===== src/rtl/pong_pkg.sv =====
// Shared types and constants for the pong match sequencer and its frame timer.
package pong_pkg;

  localparam int SCORE_W = 4;

  localparam logic DIR_A = 1'b0;
  localparam logic DIR_B = 1'b1;

  localparam logic [1:0] SPEED_MAX = 2'd3;

  typedef enum logic [2:0] {
    S_IDLE       = 3'd0,
    S_SERVE_WAIT = 3'd1,
    S_RALLY      = 3'd2,
    S_POINT      = 3'd3,
    S_GAME_OVER  = 3'd4
  } state_e;

  function automatic logic [SCORE_W-1:0] sat_inc(input logic [SCORE_W-1:0] value,
                                                 input logic [SCORE_W-1:0] limit);
    return (value >= limit) ? limit : value + SCORE_W'(1);
  endfunction

endpackage


===== src/rtl/pong_frame_timer.sv =====
// 8-bit frame down-counter shared by the serve delay and the point flash.
// A load always wins over a coincident tick; the count holds at zero.
module pong_frame_timer (
  input  logic       VGA_CLOCK,
  input  logic       RESET,
  input  logic       LOAD,
  input  logic [7:0] LOAD_VALUE,
  input  logic       TICK,
  output logic       DONE
);

  logic [7:0] count_q;
  logic [7:0] count_d;

  // NOTE: every combinational output gets a default first so no latch is inferred.
  always_comb begin
    count_d = count_q;
    if (LOAD) begin
      count_d = LOAD_VALUE;
    end else if (TICK && (count_q != 8'd0)) begin
      count_d = count_q - 8'd1;
    end
  end

  // NOTE: sequential state uses non-blocking assignments only.
  always_ff @(posedge VGA_CLOCK) begin
    if (RESET) begin
      count_q <= 8'd0;
    end else begin
      count_q <= count_d;
    end
  end

  assign DONE = (count_q == 8'd0);

endmodule


===== src/rtl/pong_match_controller.sv =====
// Pong match sequencer: serve / rally / point / game-over flow and both scores.
// Optional ball speed-up on paddle hits is built only when PONG_SPEEDUP_EN is defined.
module pong_match_controller
  import pong_pkg::*;
#(
  parameter int WIN_SCORE      = 11,
  parameter int SERVE_FRAMES   = 120,
  parameter int POINT_FRAMES   = 60,
  parameter int HITS_PER_LEVEL = 4
) (
  input  logic               VGA_CLOCK,
  input  logic               RESET,
  input  logic               FRAME_TICK,
  input  logic               START,
  input  logic               MISS_A,
  input  logic               MISS_B,
  input  logic               PADDLE_HIT,
  output logic               BALL_ENABLE,
  output logic               SERVE,
  output logic               SERVE_DIR,
  output logic               BALL_VISIBLE,
  output logic [SCORE_W-1:0] SCORE_A,
  output logic [SCORE_W-1:0] SCORE_B,
  output logic               GAME_OVER,
  output logic               WINNER,
  output logic [1:0]         SPEED_LEVEL
);

  localparam logic [SCORE_W-1:0] WIN = SCORE_W'(WIN_SCORE);

  state_e             state_q, state_d;
  logic [SCORE_W-1:0] score_a_q, score_a_d;
  logic [SCORE_W-1:0] score_b_q, score_b_d;
  logic               dir_q, dir_d;
  logic               odd_q, odd_d;
  logic               start_q;
  logic               start_rise;
  logic               serve;
  logic               timer_load;
  logic [7:0]         timer_value;
  logic               timer_done;

  assign start_rise = START & ~start_q;

  pong_frame_timer u_timer (
    .VGA_CLOCK  (VGA_CLOCK),
    .RESET      (RESET),
    .LOAD       (timer_load),
    .LOAD_VALUE (timer_value),
    .TICK       (FRAME_TICK),
    .DONE       (timer_done)
  );

  always_comb begin
    state_d     = state_q;
    score_a_d   = score_a_q;
    score_b_d   = score_b_q;
    dir_d       = dir_q;
    odd_d       = odd_q;
    serve       = 1'b0;
    timer_load  = 1'b0;
    timer_value = 8'(SERVE_FRAMES);

    unique case (state_q)
      S_IDLE, S_GAME_OVER: begin
        if (start_rise) begin
          state_d    = S_SERVE_WAIT;
          score_a_d  = '0;
          score_b_d  = '0;
          dir_d      = DIR_A;
          timer_load = 1'b1;
        end
      end
      S_SERVE_WAIT: begin
        if (timer_done) begin
          serve   = 1'b1;
          state_d = S_RALLY;
        end
      end
      S_RALLY: begin
        // MISS_A has priority when both paddles report a miss together.
        if (MISS_A || MISS_B) begin
          state_d     = S_POINT;
          odd_d       = 1'b0;
          timer_load  = 1'b1;
          timer_value = 8'(POINT_FRAMES);
          if (MISS_A) begin
            score_b_d = sat_inc(score_b_q, WIN);
            dir_d     = DIR_A;
          end else begin
            score_a_d = sat_inc(score_a_q, WIN);
            dir_d     = DIR_B;
          end
        end
      end
      S_POINT: begin
        if (timer_done) begin
          if ((score_a_q == WIN) || (score_b_q == WIN)) begin
            state_d = S_GAME_OVER;
          end else begin
            state_d    = S_SERVE_WAIT;
            timer_load = 1'b1;
          end
        end else if (FRAME_TICK) begin
          odd_d = ~odd_q;
        end
      end
      default: state_d = S_IDLE;
    endcase
  end

  // NOTE: only control registers are reset here; there are no memories to clear.
  always_ff @(posedge VGA_CLOCK) begin
    if (RESET) begin
      state_q   <= S_IDLE;
      score_a_q <= '0;
      score_b_q <= '0;
      dir_q     <= DIR_A;
      odd_q     <= 1'b0;
      start_q   <= 1'b0;
    end else begin
      state_q   <= state_d;
      score_a_q <= score_a_d;
      score_b_q <= score_b_d;
      dir_q     <= dir_d;
      odd_q     <= odd_d;
      start_q   <= START;
    end
  end

  assign BALL_ENABLE  = (state_q == S_RALLY);
  assign SERVE        = serve;
  assign SERVE_DIR    = dir_q;
  assign BALL_VISIBLE = (state_q == S_SERVE_WAIT) || (state_q == S_RALLY) ||
                        ((state_q == S_POINT) && !odd_q);
  assign SCORE_A      = score_a_q;
  assign SCORE_B      = score_b_q;
  assign GAME_OVER    = (state_q == S_GAME_OVER);
  assign WINNER       = (state_q == S_GAME_OVER) && (score_b_q == WIN);

`ifdef PONG_SPEEDUP_EN
  logic [7:0] hit_cnt_q, hit_cnt_d;
  logic [1:0] speed_q, speed_d;

  always_comb begin
    hit_cnt_d = hit_cnt_q;
    speed_d   = speed_q;
    if (serve) begin
      hit_cnt_d = '0;
      speed_d   = '0;
    end else if ((state_q == S_RALLY) && PADDLE_HIT) begin
      if (hit_cnt_q == 8'(HITS_PER_LEVEL - 1)) begin
        hit_cnt_d = '0;
        if (speed_q != SPEED_MAX) begin
          speed_d = speed_q + 2'd1;
        end
      end else begin
        hit_cnt_d = hit_cnt_q + 8'd1;
      end
    end
  end

  always_ff @(posedge VGA_CLOCK) begin
    if (RESET) begin
      hit_cnt_q <= '0;
      speed_q   <= '0;
    end else begin
      hit_cnt_q <= hit_cnt_d;
      speed_q   <= speed_d;
    end
  end

  assign SPEED_LEVEL = speed_q;
`else
  logic unused_paddle_hit;
  assign unused_paddle_hit = PADDLE_HIT;
  assign SPEED_LEVEL       = 2'b00;
`endif

endmodule


===== config.mk =====
export PLATFORM = sky130hd
export DESIGN_NAME = pong_match_controller
export DESIGN_NICKNAME = d
export VERILOG_FILES = /design/src/rtl/pong_pkg.sv /design/src/rtl/pong_frame_timer.sv /design/src/rtl/pong_match_controller.sv
export SDC_FILE = /design/constraint.sdc
export NUM_CORES = 1
export LEC_CHECK = 0
export BUFFER_PORTS_ARGS = -buffer_cell sky130_fd_sc_hd__buf_4
export CORE_ASPECT_RATIO = 0.75
export CORE_MARGIN = 3
export CORE_UTILIZATION = 45
export CTS_CLUSTER_DIAMETER = 40
export CTS_CLUSTER_SIZE = 14
export DETAILED_ROUTE_END_ITERATION = 6
export HOLD_SLACK_MARGIN = 0.08
export PLACE_DENSITY = 0.69
export SLEW_MARGIN = 10
export SYNTH_ARGS = -nofsm -noshare
export SYNTH_HDL_FRONTEND = slang
export SYNTH_SLANG_ARGS = --single-unit

===== constraint.sdc =====
create_clock -name VGA_CLOCK -period 1.6 [get_ports VGA_CLOCK]
set_input_delay 0.24 -clock VGA_CLOCK [delete_from_list [all_inputs] [get_ports VGA_CLOCK]]
set_output_delay 0.24 -clock VGA_CLOCK [all_outputs]
set_load 0.005 [all_outputs]

==> out/metrics.yaml, run 1 <==
cells_and_area:
  stdcell_area_sq_mm: 0.001762
  finalNetCount: 199
  syn_to_final_growth_pct: 38.31
  layout-drive-gt1-share_pct: 41.71
  antennaDiodeCount: 0
timing:
  hold_viol: 0
  slew_violations: 0
  period_needed_ps: 1706
  finClkSkew_ps: 9.125
  fin_ws_ps: -105.6
  whs_ps: 233.5
  tns_ps: -181.5
  clock.fmax_ghz: 0.5863
  period_share_pct: 106.6
  rsz0062_at_grt: "yes"
  setup_violations: 3
min_path:
  hold_path_class: "in2reg"
placed_design:
  dp_slack_ps: -71.83
  place_congestion: 0.8065
  portBuffers: 19
  hpwl_mm: 2.112
  postPlaceCellArea_sq_mm: 0.001567
worst_setup_path:
  end_kind: "primary output"
  path_class: "reg2out"
  cp_slowest_cell: "dfxtp_2"
  cp.arrival_ps: 1470
  crit_fanout: 2
  crit_path_max_incr_delay_ps: 340
  startpoint_type: "flop"
  cp_data_required_time_ps: 1360
  crit_chain: "inv_2, ha_4, nor3b_4, nand2_2, nor3b_2, buf_4"
outcome:
  violations: "negative setup slack"
  status: "finished, violations left"
logic_synthesis:
  synth_common_cells: "22 x dfxtp_1, 13 x a21oi_1, 11 x nand2_1, 8 x nor2_1, 7 x o21ai_0"
  synth_top_area_cell: "dfxtp_1"
  async_reset_ff_share_pct: 0
  synth_top_area_share_pct: 34.58
  synth-warning-count: 0
  ys_types: 50
  ys_ff_latch: 22
  synth_ff_type: "dfxtp_1"
  syn_area_sq_mm: 0.001274
  synth_most_common_cell: "dfxtp_1"
  post_synth.cell_area_avg_sq_um: 8.845
  synth_edf_count: 0
  seq_area_frac_synth_pct: 34.58
  syn_inst: 144
  yosys-top-cells-area: "dfxtp_1 35%, a21oi_1 5.1%, ha_1 3.9%, nand2_1 3.2%, nor3b_4 2.9%"
clock_tree:
  cts_made_buffers: 3
  cts_hold_buf: 0
  root_buffer: "clkbuf_8"
  path_clk_slew_ps: 80
  clk_latency_ps: 270
  clock_sinks: 22
  clk_path_buf_depth: 2
  cts_tree: "built"
  htreeDepth: 1
routing:
  via_per_inst: 5.520
  via_count: 1231
  dr.pass1.iters: 4
  drc: 0
  initialDrtViolationCount: 67
  wl_per_cell_microns: 14.14
  ant_nets: 0
  drt_wl_total_mm: 3.153
global_route:
  grt_max_degree: 23
  grt_overflow: 0
  grt_first_pass_wirelength_mm: 5.319
  grt_pass1_vias: 1145
  grt_antenna_before_repair: 0
  track_usage_pct: 19.86
floorplanning:
  die_area_sq_mm: 0.003511
  coreArea_sq_mm: 0.002663
  initial_core_util_pct: 47.84
  num_rows: 16
  fp.dieW_microns: 67.43
  die_h_microns: 52.08
  pin_count: 23
power:
  cellPowerDensity_mw_per_mm2: 1326
  max-vdd-ir-drop_uv: 905.9
  power_mw: 2.336
  p_leak_nw: 0.7031
run:
  drv_cap: 0
placed cells by master (no fill, tap or decap), drive strengths merged, types with 2 or more instances in the layout:
cell type	count
dfxtp	22
and2	3
nand2	12
nor3b	4
buf	44
a2111oi	2
conb	2
a21oi	13
clkbuf	3
nor3	7
nor2b	2
inv	6
ha	4
or2	3
o21ai	8
nor4	3
a21o	2
a31oi	2
nor2	8
a211oi	4
xnor2	4
nand3	4
nand3b	4
nand2b	2
and3	2
kinds of logic after synthesis:
family                     share of synthesized area [%]
DFF                                                34.58
AOI/OAI and AO/OA                                  19.65
buffers and inverters                              5.402
other                                             0.2944
and+or+nand+nor                                    31.93
adders and majority gates                          3.929
muxes                                             0.7859
xor gates and xnor gates                           3.438
metrics by stage:
step                instances  utilization (%)
global placement          213            58.83
detailed placement        213            58.83
CTS                       221            64.90
global route              223            66.17
finish                    223            66.17
floorplan                 145                -
worst max-delay path, delay by kind of cell, from the launching register on:
| kind | cells | cell delay [ps] |
|---|---|---|
| AND/OR/NAND/NOR | 3 | 510 |
| flip-flops | 1 | 340 |
| buffers and inverters | 2 | 220 |
| adder cells (fa/ha/maj) | 1 | 130 |
report_power, final:
part | internal (mW) | total, mW | switching, mW | leakage [nW]
logic | 0.556 | 1.07 | 0.515 | 0.486
registers | 0.628 | 0.738 | 0.110 | 0.181
clock network | 0.334 | 0.527 | 0.192 | 0.0357
total | 1.52 | 2.34 | 0.818 | 0.703
registers in the layout (all words and copies together), names as in the netlist:
| signal | cells |
|---|---|
| SCORE_A | 4 |
| SCORE_B | 4 |
| SERVE_DIR | 1 |
| odd_q | 1 |
| start_q | 1 |
| state_q | 3 |
| u_timer.count_q | 8 |
layout make-up:
type	count	area [sq um]
Tap cell	36	45.04
Sequential cell	22	445.4
Clock buffer	3	41.29
Timing Repair Buffer	44	334.1
Multi-Input combinational cell	111	843.3
Clock inverter	1	30.03
Inverter	6	22.52
Fill cell	220	900.9
per-layer routing:
metal	share of wire, %	GRT usage, %
met1	45	25.76
met2	49	32.14
met3	3.8	4.968
met4	1.7	6.397
met5	0	0
timing repair:
item	CTS	global route
pin swaps	4	4
buffers inserted	4	2
gates resized for setup	12	7
hold endpoints to repair	0	0
endpoints found under the setup margin	7	12
worst paths after layout:
kind,startpoint,endpoint,slack (ps),cells past startpoint
max reg2reg,u_timer.count_q[1],u_timer.count_q[5],-50,8
min reg2reg,SERVE_DIR,SERVE_DIR,480,2
min,START,start_q,230,3
max,u_timer.count_q[1],SERVE,-110,6
Note: power is estimated with default switching activity, not from simulation.
==> run 2, diff against run 1 <==
--- a/config.mk
+++ b/config.mk
@@ -5,6 +5,7 @@
 export SDC_FILE = /design/constraint.sdc
 export NUM_CORES = 1
 export LEC_CHECK = 0
+export ABC_AREA = 1
 export BUFFER_PORTS_ARGS = -buffer_cell sky130_fd_sc_hd__buf_4
 export CORE_ASPECT_RATIO = 0.75
 export CORE_MARGIN = 3
==> run 2 against run 1 <==
Against the previous run: the run now ends clean; clock power hardly changed; critical path depth fell by 1; non-clock buffer count fell by 23; flip-flop and latch count did not move; clock skew is 5.8 ps lower; die area rose by 7.0%.
==> out/metrics.yaml, run 2 <==
worst_setup_path:
  path_class: "reg2out"  # unchanged
  cp.arrival_ps: 1320  # was 1470 ps
  path_delay_family: "simple AND/OR/NAND/NOR gates"  # unchanged
  startpoint_type: "flop"  # unchanged
  cp_data_required_time_ps: 1360  # about the same
  crit_buf_inv: 2  # unchanged
  crit_chain: "inv_2, nand3_4, nand2_2, or2_2, buf_4"  # was inv_2, ha_4, nor3b_4, nand2_2, nor3b_2, buf_4
  crit_fanout: 5  # was 2
  cp_slowest_cell: "dfxtp_4"  # was dfxtp_2
  crit_path_max_incr_delay_ps: 380  # was 340 ps
  end_kind: "primary output"  # unchanged
power:
  max-vdd-ir-drop_uv: 500.9  # was 905.9 uV
  p_leak_nw: 0.8067  # was 0.7031 nW
  cellPowerDensity_mw_per_mm2: 1277  # was 1326 mW/mm^2
  power_mw: 2.166  # was 2.336 mW
logic_synthesis:
  syn_inst: 213  # was 144
  synth_top_area_share_pct: 32.09  # was 34.58%
  ys_ff_latch: 22  # unchanged
  synth_top_area_cell: "dfxtp_1"  # unchanged
  synth-warning-count: 0  # unchanged
  async_reset_ff_share_pct: 0  # unchanged
  synth_most_common_cell: "nand2_1"  # was dfxtp_1
  synth_ff_type: "dfxtp_1"  # unchanged
  synth_common_cells: "58 x nand2_1, 28 x inv_1, 22 x dfxtp_1, 20 x nor2_1, 17 x a21oi_1"  # was 22 x dfxtp_1, 13 x a21oi_1, 11 x nand2_1, 8 x nor2_1, 7 x o21ai_0
  seq_area_frac_synth_pct: 32.09  # was 34.58%
  post_synth.cell_area_avg_sq_um: 6.444  # was 8.845 sq um
  syn_area_sq_mm: 0.001373  # was 0.001274 sq mm
  yosys-top-cells-area: "dfxtp_1 32%, nand2_1 16%, inv_1 7.7%, a21oi_1 6.2%, nand3_1 5.8%"  # was dfxtp_1 35%, a21oi_1 5.1%, ha_1 3.9%, nand2_1 3.2%, nor3b_4 2.9%
  ys_types: 27  # was 50
  synth_edf_count: 0  # unchanged
floorplanning:
  initial_core_util_pct: 49.68  # was 47.84%
  coreArea_sq_mm: 0.002763  # was 0.002663 sq mm
  num_rows: 16  # unchanged
  die_area_sq_mm: 0.003756  # was 0.003511 sq mm
  die_h_microns: 53.83  # was 52.08 microns
  pin_count: 23  # unchanged
  fp.dieW_microns: 69.77  # was 67.43 microns
min_path:
  hold_path_class: "in2reg"  # unchanged
global_route:
  grt_antenna_before_repair: 0  # unchanged
  grt_pass1_vias: 1132  # was 1145
  globalRouteMet3Util_pct: 4.851  # was 4.968%
  top_usage_layer: "met1"  # was met2
  use_met2_pct: 23.82  # was 32.14%
  grt_overflow: 0  # unchanged
  grt_use_met1_pct: 26.57  # was 25.76%
  track_usage_pct: 17.54  # was 19.86%
  grt_first_pass_wirelength_mm: 5.154  # was 5.319 mm
  grt_max_degree: 16  # was 23
clock_tree:
  cts_made_buffers: 3  # unchanged
  htreeDepth: 1  # unchanged
  clk_latency_ps: 270  # about the same
  clock_sinks: 22  # unchanged
  path_clk_slew_ps: 80  # about the same
  root_buffer: "clkbuf_8"  # unchanged
  cts_tree: "built"  # unchanged
  clk_path_buf_depth: 2  # unchanged
routing:
  drc: 0  # unchanged
  drt_wl_total_mm: 3.058  # was 3.153 mm
  via_per_inst: 4.805  # was 5.520
  ant_nets: 0  # unchanged
  wl_per_cell_microns: 11.24  # was 14.14 microns
  via_count: 1307  # was 1231
  dr.pass1.iters: 4  # unchanged
  initialDrtViolationCount: 75  # was 67
cells_and_area:
  final_common_cell: "nand2_1"  # was buf_4
  multi_input_area_sq_um: 842.1  # was 843.3 sq um
  post-route-util_pct: 61.37  # was 66.17%
  largest_reg_flops: 8  # unchanged
  register_area_sq_um: 451.7  # was 445.4 sq um
  final_cell_mix: "56 x nand2_1, 26 x inv_1, 21 x buf_4"  # was 43 x buf_4, 18 x dfxtp_1, 12 x a21oi_1
  syn_to_final_growth_pct: 23.52  # was 38.31%
  largest-register: "u_timer.count_q"  # unchanged
  antennaDiodeCount: 0  # unchanged
  finalNonFillerCells: 272  # was 223
  fillers: 274  # was 220
  layout-drive-gt1-share_pct: 28.39  # was 41.71%
  finalNetCount: 248  # was 199
outcome:
  status: "finished, final reports clean"  # was finished, violations left
timing:
  slew_violations: 0  # unchanged
  tns_ps: 0  # was -181.5 ps
  fin_ws_ps: 44.99  # was -105.6 ps
  setup_violations: 0  # was 3
  hold_viol: 0  # unchanged
  finClkSkew_ps: 3.287  # was 9.125 ps
  period_share_pct: 97.19  # was 106.6%
  clock.fmax_ghz: 0.6431  # was 0.5863 GHz
  period_needed_ps: 1555  # was 1706 ps
placed_design:
  place_congestion: 0.7933  # was 0.8065
  dp_slack_ps: 176.3  # was -71.83 ps
  portBuffers: 19  # unchanged
  place_inst: 267  # was 213
  hpwl_mm: 2.235  # was 2.112 mm
run:
  drv_cap: 0  # unchanged
-- run 2: cell count changes after synthesis, moves of 5 or more --
cell / previous run / this run
nand3_1: 4 / 16
inv_1: 6 / 28
nor2_2: 0 / 5
nand2_1: 11 / 58
nor2_1: 8 / 20
inv_2: 0 / 5
nor2_4: 0 / 5
-- run 2: worst register-to-register path: cells and delay by family, from the launching register on --
kind | cells | cell delay (ps)
adder cells (fa/ha/maj) | 1 | 140
buffers and inverters | 3 | 310
flip-flops | 1 | 330
AND/OR/NAND/NOR | 8 | 590
-- run 2: metrics by stage --
| step | instance area, sq um | hold slack, ps |
|---|---|---|
| floorplan | 1376 | 309.1 |
| global placement | 1553 | 463.1 |
| detailed placement | 1553 | 459.2 |
| CTS | 1633 | 191.0 |
| global route | 1695 | 202.9 |
| finish | 1695 | 187.0 |
-- run 2: cell families after synthesis --
| group | share of synthesized area, % |
|---|---|
| DFF | 32.09 |
| other | 0.2732 |
| and+or+nand+nor | 42.94 |
| adders and majority gates | 3.646 |
| AOI/OAI and AO/OA | 9.753 |
| xor gates and xnor gates | 0.6382 |
| buffers and inverters | 10.66 |
-- run 2: worst paths after layout --
kind,from,end,slack (ps),depth (start not counted)
min reg2reg,SERVE_DIR,SERVE_DIR,470,2
max,state_q[2],BALL_VISIBLE,40,5
max reg2reg,u_timer.count_q[0],u_timer.count_q[6],120,12
min,START,start_q,190,3
-- run 2: area by class of cell --
class	instances	area share, %
Sequential cell	22	26.64
Tap cell	36	2.657
Timing Repair Buffer	21	9.299
Multi-Input combinational cell	155	49.67
Inverter	34	7.528
Clock buffer	3	2.435
Clock inverter	1	1.771
-- run 2: where the power goes --
part | total [mW] | internal, mW | switching, mW
logic | 0.934 | 0.349 | 0.585
registers | 0.703 | 0.629 | 0.0744
clock network | 0.528 | 0.335 | 0.194
-- run 2: timing repair --
action / CTS / global route
setup buffers: 1 / 0
endpoints found under the setup margin: 2 / 7
hold buffers: 0 / 0
gates resized for setup: 2 / 19
pin swaps: 1 / 0
-- run 2: per-layer routing --
metal	routed length (microns)	vias up
li1	-	711
met1	1615	558
met2	1205	36
met3	210	2
met4	27	0
met5	0	-
==> run 3, diff against run 2 <==
--- a/config.mk
+++ b/config.mk
@@ -9,12 +9,11 @@
 export BUFFER_PORTS_ARGS = -buffer_cell sky130_fd_sc_hd__buf_4
 export CORE_ASPECT_RATIO = 0.75
 export CORE_MARGIN = 3
-export CORE_UTILIZATION = 45
+export CORE_UTILIZATION = 30
 export CTS_CLUSTER_DIAMETER = 40
 export CTS_CLUSTER_SIZE = 14
 export DETAILED_ROUTE_END_ITERATION = 6
 export HOLD_SLACK_MARGIN = 0.08
-export PLACE_DENSITY = 0.69
 export SLEW_MARGIN = 10
 export SYNTH_ARGS = -nofsm -noshare
 export SYNTH_HDL_FRONTEND = slang
==> constraint.sdc (replaced) <==
create_clock -name VGA_CLOCK -period 1.8 [get_ports VGA_CLOCK]
set_input_delay 0.36 -clock VGA_CLOCK [delete_from_list [all_inputs] [get_ports VGA_CLOCK]]
set_output_delay 0.36 -clock VGA_CLOCK [all_outputs]
set_load 0.005 [all_outputs]
==> run 3 against run 2 <==
Against the previous run: clock power decreased by 32%; clock skew is essentially flat; flip-flop and latch count unchanged; critical endpoint unchanged; die area is 45% higher; setup slack better by 55 ps.
==> out/metrics.yaml, run 3 (synthesized netlist as in run 2, its figures left out) <==
worst_setup_path:
  crit_path_max_incr_delay_ps: 390  # was 380 ps
  crit_chain: "inv_2, nand3_2, nand2_1, or2_2, buf_4"  # was inv_2, nand3_4, nand2_2, or2_2, buf_4
  reg2reg_depth: 12  # unchanged
  cp_data_required_time_ps: 1440  # was 1360 ps
  cp_slowest_cell: "dfxtp_1"  # was dfxtp_4
  startpoint_type: "flop"  # unchanged
  cp.arrival_ps: 1340  # was 1320 ps
  timing.rr.start: "u_timer.count_q[1]"  # was u_timer.count_q[0]
  crit_fanout: 4  # was 5
  end_kind: "primary output"  # unchanged
  timing.rr.end: "u_timer.count_q[6]"  # unchanged
  path_class: "reg2out"  # unchanged
  reg2reg_slack_ps: 290  # was 120 ps
routing:
  top_layer: "met3"  # was met4
  via_count: 1312  # was 1307
  wl_per_cell_microns: 10.35  # was 11.24 microns
  route.met2.wl_mm: 1.273  # was 1.205 mm
  met1_length_mm: 1.640  # was 1.615 mm
  drc: 0  # unchanged
  routed-wl-met3_microns: 99  # was 210 microns
  via_per_inst: 4.509  # was 4.805
  dr.pass1.iters: 4  # unchanged
  drt_wl_total_mm: 3.013  # was 3.058 mm
  initialDrtViolationCount: 74  # was 75
  ant_nets: 0  # unchanged
cells_and_area:
  register_area_sq_um: 444.2  # was 451.7 sq um
  finalNetCount: 248  # unchanged
  stdcell_area_sq_mm: 0.001653  # was 0.001695 sq mm
  multi_input_area_sq_um: 799.5  # was 842.1 sq um
  syn_to_final_growth_pct: 20.42  # was 23.52%
  fillers: 455  # was 274
  layout-drive-gt1-share_pct: 23.73  # was 28.39%
  antennaDiodeCount: 0  # unchanged
  final_cell_mix: "58 x nand2_1, 27 x inv_1, 21 x buf_4"  # was 56 x nand2_1, 26 x inv_1, 21 x buf_4
  final_common_cell: "nand2_1"  # unchanged
  finalNonFillerCells: 291  # was 272
  post-route-util_pct: 39.08  # was 61.37%
  largest-register: "u_timer.count_q"  # unchanged
  largest_reg_flops: 8  # unchanged
floorplanning:
  fp.dieW_microns: 84.11  # was 69.77 microns
  num_rows: 20  # was 16
  initial_core_util_pct: 32.46  # was 49.68%
  die_area_sq_mm: 0.005432  # was 0.003756 sq mm
  coreArea_sq_mm: 0.004229  # was 0.002763 sq mm
  pin_count: 23  # unchanged
  die_h_microns: 64.58  # was 53.83 microns
clock_tree:
  path_clk_slew_ps: 80  # about the same
  root_buffer: "clkbuf_8"  # unchanged
  clock_sinks: 22  # unchanged
  cts_tree: "built"  # unchanged
  cts_made_buffers: 3  # unchanged
  clk_latency_ps: 270  # about the same
  clk_path_buf_depth: 2  # unchanged
  htreeDepth: 1  # unchanged
power:
  max-vdd-ir-drop_uv: 404.6  # was 500.9 uV
  power_mw: 1.777  # was 2.166 mW
  cellPowerDensity_mw_per_mm2: 1075  # was 1277 mW/mm^2
  p_leak_nw: 0.7965  # was 0.8067 nW
timing:
  slew_violations: 0  # unchanged
  period_needed_ps: 1700
  whs_ps: 309.5  # was 187.0 ps
  hold_viol: 0  # unchanged
  fin_ws_ps: 100.3  # was 44.99 ps
  tns_ps: 0  # unchanged
  clock.fmax_ghz: 0.5883
  period_share_pct: 94.43
  setup_violations: 0  # unchanged
  rsz0062_at_grt: "no"
  finClkSkew_ps: 3.207  # was 3.287 ps
global_route:
  grt_first_pass_wirelength_mm: 5.085  # was 5.154 mm
  grt_antenna_before_repair: 0  # unchanged
  grt_overflow: 0  # unchanged
  grt_pass1_vias: 1084  # was 1132
  grt_max_degree: 16  # unchanged
  track_usage_pct: 11.32  # was 17.54%
min_path:
  hold_path_class: "in2reg"  # unchanged
  min_to: "start_q"  # unchanged
  hold_path_depth: 3  # unchanged
  hp-start: "START"  # unchanged
placed_design:
  hpwl_mm: 2.289  # was 2.235 mm
  postPlaceCellArea_sq_mm: 0.001569  # was 0.001553 sq mm
  portBuffers: 19  # unchanged
  place_inst: 285  # was 267
  dp_slack_ps: 362.6  # was 176.3 ps
  place_congestion: 0.8067  # was 0.7933
outcome:
  status: "finished, final reports clean"  # unchanged
run:
  drv_cap: 0  # unchanged
==> run 3: cell count changes in the layout (fill, tap and decap cells not counted), sizes merged <==
| cell | before | now |
|---|---|---|
| bufinv | 1 | 0 |
| clkbuf | 3 | 4 |
==> run 3: repair_timing <==
| item | CTS | global route |
|---|---|---|
| setup endpoints to repair | 0 | 3 |
| resized for setup | 0 | 6 |
| hold endpoints to repair | 0 | 0 |
| hold buffers | 0 | 0 |
| buffers inserted | 0 | 2 |
==> run 3: layer usage <==
| metal | up-vias | global-route usage (%) |
|---|---|---|
| met4 | 0 | 2.410 |
| met1 | 574 | 16.70 |
| met5 | - | 0 |
| li1 | 718 | - |
| met3 | 0 | 2.795 |
| met2 | 20 | 16.44 |
==> run 3: power breakdown <==
group / switching [mW] / internal [mW] / leakage (nW)
clock: 0.165 / 0.195 / 0.0288
sequential: 0.0615 / 0.557 / 0.181
combinational: 0.496 / 0.302 / 0.587
total: 0.723 / 1.05 / 0.796
==> run 3: worst max-delay path by stage <==
stage                         endpoint  depth (start not counted)  slack, ps               start
global placement                 SERVE                          7        350  u_timer.count_q[0]
floorplan           u_timer.count_q[6]                         11        510  u_timer.count_q[0]
detailed placement               SERVE                          7        360  u_timer.count_q[0]
finish                    BALL_VISIBLE                          5        100          state_q[0]
CTS                              SERVE                          7         60  u_timer.count_q[0]
global route                     SERVE                          7       0.08  u_timer.count_q[1]
==> run 3: cell type report <==
type	instances	area share (%)
repair buffers	21	9.538
inverters	34	7.721
flip-flops and latches	22	26.87
well taps	55	4.164
multi-input cells	155	48.37
clock buffers	4	3.331
==> run 3: worst max-delay path: cells and delay by family (launching register included) <==
kind / cells / cell delay (ps)
and+or+nand+nor: 3 / 480
DFF: 1 / 390
buffers and inverters: 2 / 210
